==> config.mk <==
export PLATFORM = sky130hd
export DESIGN_NAME = alu_result_serializer
export DESIGN_NICKNAME = d
export VERILOG_FILES = /design/src/rtl/alu_result_serializer.sv
export SDC_FILE = /design/constraint.sdc
export NUM_CORES = 1
export LEC_CHECK = 0
export ABC_CLOCK_PERIOD_IN_PS = 7100
export CORE_MARGIN = 2
export CORE_UTILIZATION = 25
export CTS_CLUSTER_SIZE = 8
export DETAILED_ROUTE_END_ITERATION = 6
export HOLD_SLACK_MARGIN = 0.03
export PLACE_DENSITY = 0.46
export SYNTH_ARGS = -nofsm -noshare
export SYNTH_HDL_FRONTEND = slang
export SYNTH_SLANG_ARGS = --single-unit
==> constraint.sdc <==
create_clock -name CLK -period 7.1 [get_ports CLK]
set_clock_uncertainty 0.2 [all_clocks]
set_input_delay 1.42 -clock CLK [delete_from_list [all_inputs] [get_ports CLK]]
set_output_delay 1.42 -clock CLK [all_outputs]
set_load 0.02 [all_outputs]
==> src/rtl/alu_result_serializer.sv <==
// rtl/alu_result_serializer.sv - buffers ALU results in a 2-entry FIFO and emits them low byte first
// Optional macro ALU_RES_CHKSUM_EN appends a low^high checksum byte after each result.
module alu_result_serializer #(
  parameter int width = 8
) (
  input  logic               CLK,
  input  logic               RST_n,
  input  logic [2*width-1:0] ALU_OUT,
  input  logic               OUT_VALID,
  input  logic               TX_BUSY,
  output logic [width-1:0]   TX_P_DATA,
  output logic               TX_D_VALID,
  output logic               RES_READY,
  output logic               OVERRUN
);

`ifdef ALU_RES_CHKSUM_EN
  typedef enum logic [1:0] {IDLE, SEND_LO, SEND_HI, SEND_CK} state_t;
  localparam state_t LAST_STATE = SEND_CK;
`else
  typedef enum logic [1:0] {IDLE, SEND_LO, SEND_HI} state_t;
  localparam state_t LAST_STATE = SEND_HI;
`endif

  state_t             state;
  logic [2*width-1:0] mem [2];
  logic               wr_ptr;
  logic               rd_ptr;
  logic [1:0]         count;

  logic               xfer;
  logic               pop;
  logic               push;
  logic               more;
  logic [1:0]         count_nxt;
  logic [2*width-1:0] head;
  logic [2*width-1:0] next_word;

  always_comb begin
    xfer      = TX_D_VALID && !TX_BUSY;
    pop       = xfer && (state == LAST_STATE);
    push      = OUT_VALID && ((count != 2'd2) || pop);
    count_nxt = count + {1'b0, push} - {1'b0, pop};
    head      = mem[rd_ptr];
    // After a pop the next word is either the other buffered slot or the word arriving now.
    more      = (count == 2'd2) || push;
    next_word = (count == 2'd2) ? mem[~rd_ptr] : ALU_OUT;
  end

  always_ff @(posedge CLK) begin
    if (!RST_n) begin
      state      <= IDLE;
      wr_ptr     <= 1'b0;
      rd_ptr     <= 1'b0;
      count      <= 2'd0;
      TX_P_DATA  <= '0;
      TX_D_VALID <= 1'b0;
      RES_READY  <= 1'b1;
      OVERRUN    <= 1'b0;
    end else begin
      if (push) begin
        mem[wr_ptr] <= ALU_OUT;
        wr_ptr      <= ~wr_ptr;
      end
      if (pop)
        rd_ptr <= ~rd_ptr;
      count     <= count_nxt;
      RES_READY <= (count_nxt != 2'd2);
      if (OUT_VALID && (count == 2'd2) && !pop)
        OVERRUN <= 1'b1;

      case (state)
        IDLE: begin
          // Bypass the buffer when empty so the low byte appears one cycle after the pulse.
          if (count != 2'd0) begin
            state      <= SEND_LO;
            TX_P_DATA  <= head[width-1:0];
            TX_D_VALID <= 1'b1;
          end else if (OUT_VALID) begin
            state      <= SEND_LO;
            TX_P_DATA  <= ALU_OUT[width-1:0];
            TX_D_VALID <= 1'b1;
          end
        end
        SEND_LO: begin
          if (xfer) begin
            state     <= SEND_HI;
            TX_P_DATA <= head[2*width-1:width];
          end
        end
`ifdef ALU_RES_CHKSUM_EN
        SEND_HI: begin
          if (xfer) begin
            state     <= SEND_CK;
            TX_P_DATA <= head[width-1:0] ^ head[2*width-1:width];
          end
        end
`endif
        LAST_STATE: begin
          if (xfer) begin
            if (more) begin
              state     <= SEND_LO;
              TX_P_DATA <= next_word[width-1:0];
            end else begin
              state      <= IDLE;
              TX_D_VALID <= 1'b0;
            end
          end
        end
        default: begin
          state      <= IDLE;
          TX_D_VALID <= 1'b0;
        end
      endcase
    end
  end

endmodule

==> results.sh <==
export IMPL_status="completed"
export IMPL_relSlewSlack_pct=29.1
export IMPL_hold_ws_ns=0.277
export IMPL_fmax_ghz=0.288
export IMPL_power_density_nw_per_um2=307
export IMPL_hold_depth=2
export IMPL_synth_flop_cell="edfxtp_1"
export IMPL_cts_tree="done"
export IMPL_synth_seq_area_share_pct=54.9
export IMPL_hold_path_class="flip-flop to flip-flop"
export IMPL_final_common_cell="edfxtp_1"
export IMPL_drv_cap=0
export IMPL_worst_pin_slew_ns=1.06
export IMPL_grt_pass1_wl_um=8690
export IMPL_chipHeight_um=102
export IMPL_worstSetupEndpointType="flip-flop"
export IMPL_postRouteAntennaNets=0
export IMPL_rsz0062_at_grt="no"
export IMPL_clock_latency_ns=0.30
export IMPL_syn_to_final_growth_pct=19.5
export IMPL_path_delay_family="buffers and inverters"
export IMPL_dp_cells=346
export IMPL_period_share_pct=48.9
export IMPL_row_count=35
export IMPL_synth_cell_types=38
export IMPL_synth_simple_area_share_pct=10.7
export IMPL_ctsHoldBuffers=0
export IMPL_syn_inst=196
export IMPL_finalSetupViolCount=0
export IMPL_worstSetupStartpointType="input port"
export IMPL_clock_sinks=50
export IMPL_final_cells=354
export IMPL_grt_pass1_vias=1665
export IMPL_ir_drop_uv=72.9
export IMPL_min_to="OVERRUN"
export IMPL_grt_max_degree=19
export IMPL_h_tree_depth=2
export IMPL_synth_fa_ha_area_share_pct=3.64
export IMPL_setup_tns_final_ns=0
export IMPL_ys_ff_latch=50
export IMPL_drive_above_1_share_pct=10.7
export IMPL_grt_overflow=0
export IMPL_drtIter0Drc=74
export IMPL_comb_power_share_pct=38.2
export IMPL_io_pins=31
export IMPL_die_w_um=102
export IMPL_yosysTopAreaCell="edfxtp_1"
export IMPL_p_clk_share_pct=18.3
export IMPL_coreArea_um2=9280
export IMPL_netlist_area_um2=2400
export IMPL_vias_per_cell=4.54
export IMPL_synth_top_family_by_area="compound AO/OA/AOI/OAI gates"
export IMPL_swShare_pct=35.2
export IMPL_yosys_area_top_type_share_pct=40.0
export IMPL_crit_type="input port to flip-flop"
export IMPL_cts_made_buffers=5
export IMPL_p_sw_mw=0.311
export IMPL_setup_slack_ns=3.63
export IMPL_fin_total_pwr_mw=0.883
export IMPL_rr_worst_depth=11
export IMPL_synth_edf_count=32
export IMPL_critical_path_slowest_cell="clkdlybuf4s50_1"
export IMPL_dr_pass1_iters=4
export IMPL_synth_area_top_cells="edfxtp_1 40%, dfxtp_1 15%, mux2i_1 7.1%"
export IMPL_rrSetupSlack_ns=4.42
export IMPL_initial_utilization_pct=25.9
export IMPL_critPathArrivalTime_ns=3.47
export IMPL_dr_total_vias=1606
export IMPL_path_buf_inv=2
export IMPL_leakage_nw=0.944
export IMPL_r2r_start="state[0]"
export IMPL_die_area_um2=10400
export IMPL_antenna_found_initial=0
export IMPL_nNetsFinal=251
export IMPL_worst_path_max_fanout=4
export IMPL_final_cell_mix="32 x edfxtp_1, 30 x clkdlybuf4s50_1, 24 x nor2_1"
export IMPL_yosysWarnings=0
export IMPL_dpl_hpwl_um=3580
export IMPL_crit_chain="clkdlybuf4s50_1 > and3b_1 > o21ai_1 > ha_1 > inv_1 > ha_1 > xor2_1 > xnor2_1 > nor2_1 > nand2b_1"
export IMPL_p_int_mw=0.572
export IMPL_syn_mean_instance_area_um2=12.3
export IMPL_critPathMostFrequentCell="ha_1"
export IMPL_numPortBuffers=30
export IMPL_grt_usage_pct=11.3
export IMPL_cts_max_path_buffers=2
export IMPL_cts_root_buf="clkbuf_8"
export IMPL_num_antenna_cells=0
export IMPL_synth_compound_area_share_pct=17.0
export IMPL_p_seq_share_pct=43.5
export IMPL_wl_um=5490
export IMPL_final_hold_violation_count=0
export IMPL_syn_num_nets=223
export IMPL_cts_resized=0
export IMPL_route_detailed_drc=0
export IMPL_cpPeakStageDelay_ns=0.48
export IMPL_place_ws_ns=3.31
export IMPL_slew_viol_final=0
export IMPL_hp_start="OVERRUN"
export IMPL_wire_per_inst_um=15.5
export IMPL_cts_setup_buffers=0
export IMPL_required_ns=7.10
export IMPL_period_needed_ns=3.47
export IMPL_clk_pin_slew_ns=0.09
export IMPL_synth_xor_area_share_pct=1.46
export IMPL_gp_routability_congestion=0.719
export IMPL_synthMuxAreaShare_pct=7.08
export IMPL_async_flop_share_pct=0
export IMPL_reg2reg_to="RES_READY"
worst max-delay path by stage:
stage | from | endpoint | slack [ns] | cells past startpoint
2_1_floorplan | TX_BUSY | mem[0][0] | 3.42 | 4
3_5_place_dp | TX_BUSY | RES_READY | 3.31 | 10
3_3_place_gp | TX_BUSY | RES_READY | 3.34 | 10
6_report | TX_BUSY | RES_READY | 3.63 | 10
4_1_cts | TX_BUSY | RES_READY | 3.63 | 10
5_1_grt | TX_BUSY | RES_READY | 3.41 | 10
power groups by stage:
stage                     combinational [mW]  clock, mW  sequential [mW]
after global routing                   0.373      0.179            0.391
after CTS                              0.338      0.169            0.386
after detailed placement               0.336          0            0.392
final                                  0.337      0.162            0.384
after floorplan                        0.232          0            0.405
after global placement                 0.337          0            0.391
area by class of cell:
class | count | area (um2)
Multi-Input combinational cell | 128 | 970
Fill cell | 999 | 6410
Sequential cell | 50 | 1320
Clock buffer | 8 | 80.1
Inverter | 7 | 26.3
Timing Repair Buffer | 32 | 315
Tap cell | 129 | 161
worst min-delay path, cell delays in order, from the launching register on:
cell and delay, ns:
dfxtp_1 0.33, nor2_1 0.05, nor2_1 0.07
cell usage after synthesis (2+ instances only):
cell,count
nor2b_1,7
clkbuf_1,2
nand2b_1,3
buf_4,2
a21oi_1,11
dfxtp_1,18
a211oi_1,8
a311oi_1,8
o32a_2,5
buf_6,5
ha_1,7
xnor2_1,3
nor2_1,24
o32a_1,2
nand2_1,5
a211o_1,4
inv_1,6
nor3_1,4
a211o_2,5
and2_1,2
mux2i_1,17
edfxtp_1,32
routing by layer:
| metal | up-vias | global-route usage, % | part of all wire [%] | wire length (um) |
|---|---|---|---|---|
| met3 | 6 | 2.46 | 3.2 | 176 |
| li1 | 793 | - | - | - |
| met1 | 772 | 14.7 | 48 | 2620 |
| met4 | 0 | 2.97 | 1.1 | 61 |
| met2 | 35 | 19.2 | 48 | 2630 |
| met5 | - | 0 | 0 | 0 |
flip-flops by register name (all words and copies together), names as in the netlist, named ones only:
| register | cells |
|---|---|
| TX_D_VALID | 1 |
| RES_READY | 1 |
| count | 2 |
| TX_P_DATA | 8 |
| OVERRUN | 1 |
| state | 2 |
| wr_ptr | 1 |
| rd_ptr | 1 |
| mem | 32 |
metrics by stage:
step           cell area (um2)  utilization [%]
2_1_floorplan             2400                -
3_3_place_gp              2790             30.1
3_5_place_dp              2790             30.1
4_1_cts                   2870             31.0
5_1_grt                   2870             31.0
6_report                  2870             31.0
cell families (layout without fill, tap and decap cells):
logic type | Yosys count | count (layout)
AOI/OAI and AO/OA | 50 | 50
DFF | 50 | 50
and+or+nand+nor | 50 | 50
buffers and inverters | 18 | 47
muxes | 17 | 17
adders and majority gates | 7 | 7
xor gates and xnor gates | 4 | 4
(Power assumes the default switching activity.)
